===== src/rtl/ad7124_pkg.sv =====
// Shared constants, result field widths and sequencer state encoding for the AD7124 scan path.
// Pure declarations: no latency, no flow control.
package ad7124_pkg;

  localparam logic [7:0] CMD_READ_DATA = 8'h42;
  localparam logic [5:0] REG_STATUS    = 6'h00;

  localparam int DATA_W   = 24;
  localparam int STATUS_W = 8;
  localparam int RESULT_W = 32;
  localparam int TS_W     = 32;

  typedef enum logic [3:0] {
    ST_IDLE,
    ST_CS_SETUP,
    ST_WAIT_RDY,
    ST_CMD,
    ST_READ,
    ST_CS_HOLD,
    ST_OUTPUT,
    ST_NEXT,
    ST_DONE
  } state_e;

  // Index of the lowest set bit; 0 when the mask is empty.
  function automatic logic [4:0] first_set(input logic [31:0] m);
    first_set = '0;
    for (int i = 31; i >= 0; i--) begin
      if (m[i]) first_set = 5'(i);
    end
  endfunction

endpackage


===== src/rtl/ad7124_spi_shift.sv =====
// Mode-3 SPI shifter, MSB first, SCLK half-period CLK_DIV clocks; MISO sampled on the last clock of each high half.
// done_o pulses one cycle after the final high half; start_i is honoured only while idle.
module ad7124_spi_shift #(
  parameter int CLK_DIV  = 4,
  parameter int MAX_BITS = 32
) (
  input  logic                clk_i,
  input  logic                rst_i,
  input  logic                start_i,
  input  logic [5:0]          nbits_i,
  input  logic [MAX_BITS-1:0] tx_dat_i,
  input  logic                miso_i,
  output logic                busy_o,
  output logic                done_o,
  output logic [MAX_BITS-1:0] rx_dat_o,
  output logic                sclk_o,
  output logic                mosi_o
);

  localparam int DW = (CLK_DIV > 2) ? $clog2(CLK_DIV) : 1;
  localparam logic [DW-1:0] DIV_LAST = DW'(CLK_DIV - 1);

  logic                busy_q, busy_d;
  logic                done_q, done_d;
  logic                sclk_q, sclk_d;
  logic                mosi_q, mosi_d;
  logic [DW-1:0]       div_q, div_d;
  logic [5:0]          bits_q, bits_d;
  logic [MAX_BITS-1:0] sh_q, sh_d;
  logic [MAX_BITS-1:0] rx_q, rx_d;

  always_comb begin
    busy_d = busy_q;
    done_d = 1'b0;
    sclk_d = sclk_q;
    mosi_d = mosi_q;
    div_d  = div_q;
    bits_d = bits_q;
    sh_d   = sh_q;
    rx_d   = rx_q;
    if (!busy_q) begin
      if (start_i) begin
        busy_d = 1'b1;
        sclk_d = 1'b0;
        mosi_d = tx_dat_i[MAX_BITS-1];
        sh_d   = tx_dat_i << 1;
        bits_d = nbits_i - 6'd1;
        div_d  = '0;
        rx_d   = '0;
      end
    end else if (div_q == DIV_LAST) begin
      div_d = '0;
      if (!sclk_q) begin
        sclk_d = 1'b1;
      end else begin
        rx_d = {rx_q[MAX_BITS-2:0], miso_i};
        if (bits_q == 6'd0) begin
          busy_d = 1'b0;
          done_d = 1'b1;
        end else begin
          sclk_d = 1'b0;
          mosi_d = sh_q[MAX_BITS-1];
          sh_d   = sh_q << 1;
          bits_d = bits_q - 6'd1;
        end
      end
    end else begin
      div_d = div_q + DW'(1);
    end
  end

  always_ff @(posedge clk_i) begin
    if (rst_i) begin
      busy_q <= 1'b0;
      done_q <= 1'b0;
      sclk_q <= 1'b1;
      mosi_q <= 1'b1;
      div_q  <= '0;
      bits_q <= '0;
      sh_q   <= '0;
      rx_q   <= '0;
    end else begin
      busy_q <= busy_d;
      done_q <= done_d;
      sclk_q <= sclk_d;
      mosi_q <= mosi_d;
      div_q  <= div_d;
      bits_q <= bits_d;
      sh_q   <= sh_d;
      rx_q   <= rx_d;
    end
  end

  assign busy_o   = busy_q;
  assign done_o   = done_q;
  assign rx_dat_o = rx_q;
  assign sclk_o   = sclk_q;
  assign mosi_o   = mosi_q;

endmodule


===== src/rtl/ad7124_scan_seq.sv =====
// AD7124 scan sequencer: per start, walks enabled chip selects, waits for RDY, reads DATA and timestamps it.
// One result per channel on m_valid/m_ready; the scan stalls with all CS high while m_ready is low.
module ad7124_scan_seq
  import ad7124_pkg::*;
#(
  parameter int NUM_CS         = 9,
  parameter int CLK_DIV        = 4,
  parameter int TIMEOUT_CYCLES = 2000000,
  parameter int DATA_STATUS    = 1,
  localparam int CW            = (NUM_CS > 1) ? $clog2(NUM_CS) : 1
) (
  input  logic                aclk_i,
  input  logic                areset_i,
  input  logic                measure_start_i,
  output logic                measure_ready_o,
  output logic                measure_done_o,
  input  logic [NUM_CS-1:0]   ch_enable_i,
  input  logic [TS_W-1:0]     rtc_sec_i,
  input  logic [TS_W-1:0]     rtc_nsec_i,
  output logic                spi_sclk_o,
  output logic [NUM_CS-1:0]   spi_csn_o,
  output logic                spi_mosi_o,
  input  logic                spi_miso_i,
  output logic                m_valid_o,
  input  logic                m_ready_i,
  output logic [CW-1:0]       m_chan_o,
  output logic [RESULT_W-1:0] m_data_o,
  output logic                m_timeout_o,
  output logic [TS_W-1:0]     m_ts_sec_o,
  output logic [TS_W-1:0]     m_ts_nsec_o
);

  localparam logic [5:0]  READ_BITS = (DATA_STATUS != 0) ? 6'd32 : 6'd24;
  localparam logic [31:0] TO_LAST   = 32'(TIMEOUT_CYCLES - 1);
  localparam logic [31:0] DIV_LAST  = 32'(CLK_DIV - 1);

  state_e                state_q, state_d;
  logic [CW-1:0]         idx_q, idx_d;
  logic [NUM_CS-1:0]     mask_q, mask_d, rem;
  logic [NUM_CS-1:0]     csn_q, csn_d;
  logic [31:0]           cnt_q, cnt_d;
  logic [RESULT_W-1:0]   data_q, data_d;
  logic                  timeout_q, timeout_d;
  logic [TS_W-1:0]       ts_sec_q, ts_sec_d;
  logic [TS_W-1:0]       ts_nsec_q, ts_nsec_d;
  logic                  zdone_q, zdone_d;

  logic                  sh_start, sh_busy, sh_done;
  logic [5:0]            sh_nbits;
  logic [RESULT_W-1:0]   sh_tx, sh_rx;

  assign rem = mask_q & ~(NUM_CS'(1) << idx_q);

  always_comb begin
    state_d   = state_q;
    idx_d     = idx_q;
    mask_d    = mask_q;
    cnt_d     = cnt_q;
    data_d    = data_q;
    timeout_d = timeout_q;
    ts_sec_d  = ts_sec_q;
    ts_nsec_d = ts_nsec_q;
    zdone_d   = 1'b0;
    sh_start  = 1'b0;
    sh_nbits  = 6'd8;
    sh_tx     = {CMD_READ_DATA, {(RESULT_W-8){1'b1}}};
    unique case (state_q)
      ST_IDLE: begin
        if (measure_start_i) begin
          mask_d = ch_enable_i;
          if (ch_enable_i == '0) begin
            zdone_d = 1'b1;
          end else begin
            idx_d   = CW'(first_set(32'(ch_enable_i)));
            cnt_d   = '0;
            state_d = ST_CS_SETUP;
          end
        end
      end
      ST_CS_SETUP: begin
        if (cnt_q == DIV_LAST) begin
          cnt_d   = '0;
          state_d = ST_WAIT_RDY;
        end else begin
          cnt_d = cnt_q + 32'd1;
        end
      end
      ST_WAIT_RDY: begin
        // RDY wins over the terminal count when both land on the same cycle.
        if (!spi_miso_i && !sh_busy) begin
          ts_sec_d  = rtc_sec_i;
          ts_nsec_d = rtc_nsec_i;
          timeout_d = 1'b0;
          sh_start  = 1'b1;
          state_d   = ST_CMD;
        end else if (cnt_q == TO_LAST) begin
          ts_sec_d  = rtc_sec_i;
          ts_nsec_d = rtc_nsec_i;
          timeout_d = 1'b1;
          data_d    = '0;
          cnt_d     = '0;
          state_d   = ST_CS_HOLD;
        end else begin
          cnt_d = cnt_q + 32'd1;
        end
      end
      ST_CMD: begin
        if (sh_done) begin
          sh_start = 1'b1;
          sh_nbits = READ_BITS;
          sh_tx    = '1;
          state_d  = ST_READ;
        end
      end
      ST_READ: begin
        if (sh_done) begin
          // The ADC appends the status byte after the data; present it as the top byte.
          if (DATA_STATUS != 0) data_d = {sh_rx[STATUS_W-1:0], sh_rx[RESULT_W-1:STATUS_W]};
          else                  data_d = {{STATUS_W{1'b0}}, sh_rx[DATA_W-1:0]};
          cnt_d   = '0;
          state_d = ST_CS_HOLD;
        end
      end
      ST_CS_HOLD: begin
        if (cnt_q == DIV_LAST) begin
          cnt_d   = '0;
          state_d = ST_OUTPUT;
        end else begin
          cnt_d = cnt_q + 32'd1;
        end
      end
      ST_OUTPUT: begin
        if (m_ready_i) state_d = ST_NEXT;
      end
      ST_NEXT: begin
        mask_d = rem;
        if (rem == '0) begin
          state_d = ST_DONE;
        end else begin
          idx_d   = CW'(first_set(32'(rem)));
          cnt_d   = '0;
          state_d = ST_CS_SETUP;
        end
      end
      ST_DONE: state_d = ST_IDLE;
      default: state_d = ST_IDLE;
    endcase

    csn_d = '1;
    if (state_d inside {ST_CS_SETUP, ST_WAIT_RDY, ST_CMD, ST_READ}) csn_d[idx_d] = 1'b0;
  end

  always_ff @(posedge aclk_i) begin
    if (areset_i) begin
      state_q   <= ST_IDLE;
      idx_q     <= '0;
      mask_q    <= '0;
      csn_q     <= '1;
      cnt_q     <= '0;
      data_q    <= '0;
      timeout_q <= 1'b0;
      ts_sec_q  <= '0;
      ts_nsec_q <= '0;
      zdone_q   <= 1'b0;
    end else begin
      state_q   <= state_d;
      idx_q     <= idx_d;
      mask_q    <= mask_d;
      csn_q     <= csn_d;
      cnt_q     <= cnt_d;
      data_q    <= data_d;
      timeout_q <= timeout_d;
      ts_sec_q  <= ts_sec_d;
      ts_nsec_q <= ts_nsec_d;
      zdone_q   <= zdone_d;
    end
  end

  ad7124_spi_shift #(
    .CLK_DIV  (CLK_DIV),
    .MAX_BITS (RESULT_W)
  ) u_shift (
    .clk_i    (aclk_i),
    .rst_i    (areset_i),
    .start_i  (sh_start),
    .nbits_i  (sh_nbits),
    .tx_dat_i (sh_tx),
    .miso_i   (spi_miso_i),
    .busy_o   (sh_busy),
    .done_o   (sh_done),
    .rx_dat_o (sh_rx),
    .sclk_o   (spi_sclk_o),
    .mosi_o   (spi_mosi_o)
  );

  assign measure_ready_o = (state_q == ST_IDLE);
  assign measure_done_o  = (state_q == ST_DONE) | zdone_q;
  assign spi_csn_o       = csn_q;
  assign m_valid_o       = (state_q == ST_OUTPUT);
  assign m_chan_o        = idx_q;
  assign m_data_o        = data_q;
  assign m_timeout_o     = timeout_q;
  assign m_ts_sec_o      = ts_sec_q;
  assign m_ts_nsec_o     = ts_nsec_q;

endmodule


===== config.mk =====
export PLATFORM = sky130hd
export DESIGN_NAME = ad7124_scan_seq
export DESIGN_NICKNAME = d
export VERILOG_FILES = /design/src/rtl/ad7124_pkg.sv /design/src/rtl/ad7124_spi_shift.sv /design/src/rtl/ad7124_scan_seq.sv
export SDC_FILE = /design/constraint.sdc
export NUM_CORES = 1
export LEC_CHECK = 0
export ABC_AREA = 1
export CORE_MARGIN = 2
export CORE_UTILIZATION = 30
export CTS_CLUSTER_DIAMETER = 100
export DETAILED_ROUTE_END_ITERATION = 10
export SETUP_SLACK_MARGIN = 0.15
export SYNTH_ARGS = -nofsm -noshare
export SYNTH_HDL_FRONTEND = slang
export SYNTH_SLANG_ARGS = --single-unit

===== constraint.sdc =====
create_clock -name aclk_i -period 3.1 [get_ports aclk_i]
set_clock_uncertainty 0.05 [all_clocks]
set_input_delay 0.62 -clock aclk_i [delete_from_list [all_inputs] [get_ports aclk_i]]
set_output_delay 0.62 -clock aclk_i [all_outputs]
set_load 0.01 [all_outputs]

# [After elaboration in Yosys (flattened, before gate mapping)]
# Cells that the tools add are included.
[totals] ff_bits=232 output_inout_bits=115 wordCells=179 inputBits=78
[op_classes] eq_ne=24 shift=1 n_bitwise=10 magnitude_cmp=2 muxes=95 n_addsub=4 reduce_logical=25
[op_table] op="32-bit 2-to-1 mux" count=25
[op_table] op="32-bit case mux with 5 select lines" count=1
[op_table] op="4-bit 2-to-1 mux" count=31
[op_table] op="32-bit case mux with 2 select lines" count=1
[op_table] op="6-bit 2-to-1 mux" count=7
[op_table] op="32-bit by 1-bit adder with 32-bit output (second input constant)" count=1
[op_table] op="32-bit by 2-bit equality test with 1-bit output (second input constant)" count=1
[op_table] op="32-bit by 21-bit equality test with 1-bit output (second input constant)" count=1
[op_table] op="4-bit case mux with 8 select lines" count=1
[op_table] op="1-bit 2-to-1 mux" count=21
[op_table] op="4-bit by 3-bit equality test with 1-bit output (second input constant)" count=5
[op_table] op="9-bit logical NOT" count=2
[op_table] op="9-bit NOT" count=2
[op_table] op="9-bit case mux with 2 select lines" count=1
[op_table] op="4-bit by 2-bit equality test with 1-bit output (second input constant)" count=4
[op_table] op="2-bit inequality test (second input constant)" count=8
[op_table] op="6-bit by 1-bit subtractor with 6-bit output (second input constant)" count=2
[op_table] op="9-bit bitwise AND" count=1
[op_table] op="9-bit 2-to-1 mux" count=1
[op_table] op="1-bit by 4-bit << shifter with 9-bit output (first input constant)" count=1
[op_table] op="4-bit by 1-bit equality test with 1-bit output (second input constant)" count=2
[op_table] op="4-bit case mux with 2 select lines" count=1
[op_table] op="4-bit AND reduction" count=2
[op_table] op="2-bit nonzero test" count=4
[op_table] op="23 further kinds" count=35

# [Logic depth before layout (Yosys ltp)]
# Gate-level depths: netlist of the first run.
[logic_depth] ltp_word=19 depth_mapped=16 ltp_nobuf=16

# [Cells and area by module]
# From an unflattened synthesis of the first run, not the netlist that was laid out.
[hier_totals] hier_cells=1603 area_unflattened_um2=10821.6
[modules_own_cells] mod="ad7124_scan_seq" seq_area_each_um2=3123.0 cells_per_inst=1105 area_per_inst_um2=7444.6 instances=1
[modules_own_cells] mod="ad7124_spi_shift" seq_area_each_um2=1501.4 cells_per_inst=498 area_per_inst_um2=3377.0 instances=1

# [Worst setup path before layout of the first run]
# No wires, ideal clock.
[synth_path] path_type="in2reg" start="in ch_enable_i[4]" end="reg cnt_q[5]" arrival_time_ns=1.941 setup_slack_ns=1.040 stages=13 required_time_ns=2.981 n_path_buf=1 setup_ns=0.069 path_cell_list="inv_1 > nand3_1 > nor2_1 > nand2_1 > nand2_1 > nand2_1 > inv_1 > nor3_4 > nand2_4 > inv_4 > buf_8 > nand2_2 > a21oi_2"
[synth_between] elab_chain_len=3
[synth_rtl] element="from (decl)" line_no="ad7124_scan_seq.sv:17" rtl="input logic [NUM_CS-1:0] ch_enable_i,"
[synth_rtl] element="9-bit logical NOT" line_no="ad7124_scan_seq.sv:71" rtl="if (ch_enable_i == '0) begin"
[synth_rtl] element="2-bit inequality test (no source line)"
[synth_rtl] element="6-bit AND reduction (no source line)"
[synth_rtl] element="to (signal assigned)" line_no="ad7124_scan_seq.sv:170" rtl="cnt_q <= cnt_d;"
[synth_rtl] element="to (decl)" line_no="ad7124_scan_seq.sv:41" rtl="logic [31:0] cnt_q, cnt_d;"
# No other way between the ends.
# A chain may end at the register's enable or synchronous reset.

# [Final worst setup path of the first run]
[layout_path] start="reg state_q[3]" end="out m_valid_o"
[layout_between] elab_chain_len=1
[layout_rtl] element="from (decl)" line_no="ad7124_scan_seq.sv:37" rtl="state_e state_q, state_d;"
[layout_rtl] element="from (signal assigned)" line_no="ad7124_scan_seq.sv:166" rtl="state_q <= state_d;"
[layout_rtl] element="4-bit by 3-bit equality test with 1-bit output" line_no="ad7124_scan_seq.sv:199" rtl="assign m_valid_o = (state_q == ST_OUTPUT);"
[layout_rtl] element="to (decl)" line_no="ad7124_scan_seq.sv:24" rtl="output logic m_valid_o,"
# No other way between the ends.

==> results.sh, run 1 <==
export IMPL_async_reset_ff_share_pct=0
export IMPL_gr_usage_all_layers_pct=16.3
export IMPL_cp_start_kind="flop"
export IMPL_max_freq_mhz=370
export IMPL_synth_warnings=0
export IMPL_cts_buffer_depth=3
export IMPL_register_area_mm2=0.00462
export IMPL_post_cts_repair_setup_buffers=0
export IMPL_first_global_vias=9794
export IMPL_most_common_layout_cells="nor2_1, nand2_1, dfxtp_1"
export IMPL_maxCapViolations=0
export IMPL_cts_tree="yes"
export IMPL_place_area_mm2=0.0125
export IMPL_tightest_slew_ps=853
export IMPL_drt_wl_total_um=29300
export IMPL_synth_cell_types=46
export IMPL_clkLatencyLatePin_ps=540
export IMPL_io_pins=193
export IMPL_synth_area_mm2=0.0102
export IMPL_nFillCells=3508
export IMPL_instances_no_fill=2096
export IMPL_drtPass1Iterations=5
export IMPL_grt_setup_unrepaired="no"
export IMPL_ys_ff_latch=231
export IMPL_ant_nets=0
export IMPL_numCtsBuffers=28
export IMPL_multi_input_area_mm2=0.00485
export IMPL_min_path_type="primary input to flop"
export IMPL_slew_violations=0
export IMPL_finalHoldViolations=0
export IMPL_drtIter0Drc=504
export IMPL_core_area_mm2=0.0335
export IMPL_cp_max_fo=5
export IMPL_die_area_mm2=0.0355
export IMPL_fin_crit_ps=2700
export IMPL_place_congestion=0.900
export IMPL_drive_gt1_share_pct=7.16
export IMPL_synth_cells=1459
export IMPL_cts_repair_resized=0
export IMPL_final_setup_tns_ps=0
export IMPL_cts_sinks=231
export IMPL_dp_cells=2044
export IMPL_yosysSeqAreaShare_pct=45.3
export IMPL_powerDensity_mw_per_mm2=507
export IMPL_criticalPathCategory="flop to output port"
export IMPL_diodes=0
export IMPL_status="complete, no violations"
export IMPL_antenna_found_initial=1
export IMPL_cts_hold_buf=0
export IMPL_ys_flop_type="dfxtp_1"
export IMPL_synthesis_nets=1540
export IMPL_io_buffers=192
export IMPL_die_w_um=188
export IMPL_die_y_um=188
export IMPL_final_common_cell="nor2_1"
export IMPL_endpoint_kind="output port"
export IMPL_clock_root_buffer="clkbuf_16"
export IMPL_wl_per_cell_um=14.0
export IMPL_clkSlewWorstSetupHoldPaths_ps=60
export IMPL_synth_edff_count=0
export IMPL_grt_max_degree=84
export IMPL_fin_crit_sh_pct=87.1
export IMPL_syn_avg_cell_area_um2=6.99
export IMPL_fin_area_mm2=0.0135
export IMPL_reg2regPathDepth=11
export IMPL_area_growth_pct=32.5
export IMPL_overflow=0
export IMPL_drc=0
export IMPL_dr_total_vias=9912
export IMPL_layout_nets=1707
export IMPL_slew_headroom_pct=43.0
export IMPL_via_per_inst=4.73
export IMPL_start_util_pct=30.4
export IMPL_std_cell_rows=67
export IMPL_grt_pass1_wl_um=48700
export IMPL_setup_viol=0
export IMPL_crit_arrival_ps=2030
export IMPL_min_path_cells=2
export IMPL_cp_data_required_time_ps=2430
export IMPL_hpwl_um=20400
export IMPL_htreeDepth=1
export IMPL_ir_drop_v=0.000343
export IMPL_p_leak_uw=0.00527
==> where the power goes <==
group,internal [uW],total (uW),switching [uW]
Sequential,2990,3000,14.9
Clock,2110,3450,1340
Combinational,170,400,230
==> layer usage <==
| metal | routed length, um | track usage (%) | vias to the layer above |
|---|---|---|---|
| met2 | 13500 | 27.6 | 257 |
| met5 | 11 | 0 | - |
| met4 | 580 | 4.18 | 2 |
| met1 | 12800 | 20.1 | 4537 |
| li1 | - | - | 5067 |
| met3 | 2340 | 5.27 | 49 |
==> kinds of logic after synthesis <==
group	Yosys count	share of synthesized area [%]
adders and majority gates	3	0.368
xor gates and xnor gates	23	1.98
buffers and inverters	176	7.09
AOI/OAI and AO/OA	251	13.6
DFF	231	45.3
and+or+nand+nor	775	31.6
==> final cells by class <==
class / instances / share of cell area, %
well taps: 448 / 4.15
clock buffers: 33 / 5.40
multi-input cells: 1052 / 35.9
flip-flops and latches: 231 / 34.2
clock inverters: 19 / 1.89
inverters: 100 / 2.80
repair buffers: 213 / 15.6
==> worst max-delay path, cell delays in order (launching register included) <==
cell and delay (ps):
dfxtp_1 370, inv_1 80, nand2_1 80, nor3_1 350, clkdlybuf4s50_1 620
==> final timing paths <==
| path | endpoint | start | slack [ps] |
|---|---|---|---|
| setup / recovery | m_valid_o | state_q[3]$_SDFF_PP0_ | 400 |
| hold reg to reg | m_data_o[0]$_SDFFE_PP0P_ | m_data_o[0]$_SDFFE_PP0P_ | 410 |
| setup reg to reg | cnt_q[28]$_SDFFE_PP0P_ | m_chan_o[1]$_SDFF_PP0_ | 600 |
| hold / removal | cnt_q[3]$_SDFFE_PP0P_ | areset_i | 380 |
==> state kept, by name, summed over array words and instances, names as in the netlist, 2 cells and up <==
| signal | cells |
|---|---|
| m_ts_sec_o | 32 |
| m_chan_o | 4 |
| mask_q | 9 |
| m_data_o | 32 |
| u_shift.div_q | 2 |
| cnt_q | 32 |
| u_shift.bits_q | 6 |
| u_shift.sh_q | 31 |
| state_q | 4 |
| u_shift.rx_dat_o | 32 |
| m_ts_nsec_o | 32 |
| spi_csn_o | 9 |
==> stage by stage <==
| stage | util [%] | hold slack (ps) | worst slack (ps) | total power, uW |
|---|---|---|---|---|
| 3_5_place_dp | 37.4 | 405 | 318 | 3470 |
| 2_1_floorplan | - | 383 | 1040 | 3290 |
| 5_1_grt | 40.3 | 375 | 284 | 7110 |
| 6_report | 40.3 | 379 | 400 | 6860 |
| 4_1_cts | 40.3 | 359 | 336 | 6940 |
| 3_3_place_gp | 37.4 | 395 | 384 | 3470 |
==> cells in the mapped netlist (4+ instances only) <==
cell type / n / area share [%]
a21oi_1: 95 / 4.7
a21oi_2: 10 / 0.86
buf_2: 27 / 1.3
clkbuf_1: 43 / 1.6
dfxtp_1: 231 / 45
inv_1: 92 / 3.4
inv_2: 6 / 0.22
nand2_1: 286 / 11
nand2_2: 12 / 0.74
nand3_1: 65 / 3.2
nand4_1: 10 / 0.61
nor2_1: 326 / 12
nor2_2: 5 / 0.31
nor3_1: 53 / 2.6
nor4_1: 4 / 0.25
o211ai_1: 7 / 0.52
o21ai_0: 96 / 4.7
o22ai_1: 25 / 1.5
xnor2_1: 6 / 0.52
xor2_1: 17 / 1.5
No activity file was read; power rests on OpenSTA's default activity.
==> run 2, diff against run 1 <==
Settings changed: CTS_CLUSTER_SIZE set to 40, SETUP_SLACK_MARGIN 0.15 to unset.
==> results.sh, run 2 (same netlist as run 1, synthesis figures left out) <==
export IMPL_status="complete, no violations"
export IMPL_io_pins=193
export IMPL_setup_viol=0
export IMPL_wl_per_cell_um=13.9
export IMPL_powerDensity_mw_per_mm2=409
export IMPL_slew_headroom_pct=43.8
export IMPL_net_switching_power_uw=1330
export IMPL_tightest_slew_ps=841
export IMPL_antenna_found_initial=1
export IMPL_drtIter0Drc=567
export IMPL_p_comb_share_pct=7.6
export IMPL_fin_crit_sh_pct=85.7
export IMPL_first_global_vias=9527
export IMPL_drt_wl_total_um=28700
export IMPL_p_sw_share_pct=25.1
export IMPL_slew_violations=0
export IMPL_diodes=0
export IMPL_most_common_layout_cells="nor2_1, nand2_1, dfxtp_1"
export IMPL_hpwl_um=20400
export IMPL_cp_start_kind="flop"
export IMPL_drive_gt1_share_pct=5.39
export IMPL_cts_sinks=231
export IMPL_cp_cell_sequence="inv_1, nand2_1, nor3_1, clkdlybuf4s50_1"
export IMPL_grt_max_degree=84
export IMPL_min_path_type="primary input to flop"
export IMPL_ant_nets=0
export IMPL_die_y_um=188
export IMPL_crit_path_top_delay_cell="clkdlybuf4s50_1"
export IMPL_dr_total_vias=9706
export IMPL_gr_usage_all_layers_pct=16.1
export IMPL_cp_max_fo=5
export IMPL_fin_crit_ps=2660
export IMPL_crit_family="buffers and inverters"
export IMPL_nFillCells=3546
export IMPL_place_area_mm2=0.0125
export IMPL_worst_path_largest_cell_delay_ps=620
export IMPL_ir_drop_v=0.000495
export IMPL_grt_pass1_wl_um=47900
export IMPL_final_setup_tns_ps=0
export IMPL_fin_ws_ps=442
export IMPL_clkSlewWorstSetupHoldPaths_ps=130
export IMPL_p_leak_uw=0.00498
export IMPL_start_util_pct=30.4
export IMPL_finalHoldViolations=0
export IMPL_criticalPathCategory="flop to output port"
export IMPL_layout_nets=1690
export IMPL_cts_buffer_depth=3
export IMPL_via_per_inst=4.71
export IMPL_htreeDepth=1
export IMPL_numCtsBuffers=11
export IMPL_std_cell_rows=67
export IMPL_die_w_um=188
export IMPL_endpoint_kind="output port"
export IMPL_cts_repair_resized=0
export IMPL_final_util_pct=38.5
export IMPL_grt_setup_unrepaired="no"
export IMPL_cp_data_required_time_ps=2430
export IMPL_area_growth_pct=26.5
export IMPL_cts_hold_buf=0
export IMPL_die_area_mm2=0.0355
export IMPL_io_buffers=192
export IMPL_drtPass1Iterations=5
export IMPL_post_cts_repair_setup_buffers=0
export IMPL_power_internal_uw=3950
export IMPL_p_seq_share_pct=56.9
export IMPL_clkLatencyLatePin_ps=500
export IMPL_place_ws_ps=318
export IMPL_cts_tree="yes"
export IMPL_max_freq_mhz=376
export IMPL_maxCapViolations=0
export IMPL_core_area_mm2=0.0335
export IMPL_place_congestion=0.900
export IMPL_overflow=0
export IMPL_drc=0
export IMPL_clock_power_share_pct=35.6
export IMPL_final_common_cell="nor2_1"
export IMPL_worst_path_buf_inv=2
export IMPL_multi_input_area_mm2=0.00485
export IMPL_fin_area_mm2=0.0129
export IMPL_crit_arrival_ps=1990
export IMPL_register_area_mm2=0.00462
export IMPL_clock_root_buffer="clkbuf_16"
[run 2: changes by cell type in the layout (fill, tap and decap cells not counted), sizes merged]
cell	delta
bufinv	-4
clkbuf	-22
clkinv	-8
clkinvlp	-4
inv	+3
[run 2: power groups by stage]
stage	logic [uW]	registers, uW	clock network [uW]
4_1_cts	402	3000	1970
3_5_place_dp	401	3070	0
6_report	399	3000	1880
5_1_grt	444	3010	2050
2_1_floorplan	218	3070	0
3_3_place_gp	399	3070	0
[run 2: worst paths after layout]
kind,start,endpoint,slack [ps],depth (start not counted)
min,areset_i,cnt_q[7]$_SDFFE_PP0P_,400,2
max reg2reg,m_chan_o[1]$_SDFF_PP0_,cnt_q[2]$_SDFFE_PP0P_,590,11
max,state_q[3]$_SDFF_PP0_,m_valid_o,440,4
min reg2reg,m_data_o[18]$_SDFFE_PP0P_,m_data_o[18]$_SDFFE_PP0P_,420,2
[run 2: per-stage QoR]
step / power (uW) / hold slack, ps / std cells
after floorplan: 3290 / 383 / 1459
after global placement: 3470 / 395 / 2044
after detailed placement: 3470 / 405 / 2044
after CTS: 5370 / 384 / 2061
after global routing: 5490 / 392 / 2061
final: 5280 / 403 / 2061
[run 2: per-layer routing]
metal	global-route usage [%]	up-vias	share of wire, %
met2	27.3	240	46
met4	3.31	2	1.6
li1	-	5012	-
met5	0	-	0.038
met3	4.97	27	7.9
met1	20.1	4425	44
[run 2: layout make-up]
cell class,count,share of cell area (%)
clock buffer,11,2.13
inverter,100,2.93
clock inverter,6,0.785
sequential,231,35.8
tap,448,4.34
timing repair buffer,213,16.4
multi-input combinational,1052,37.6
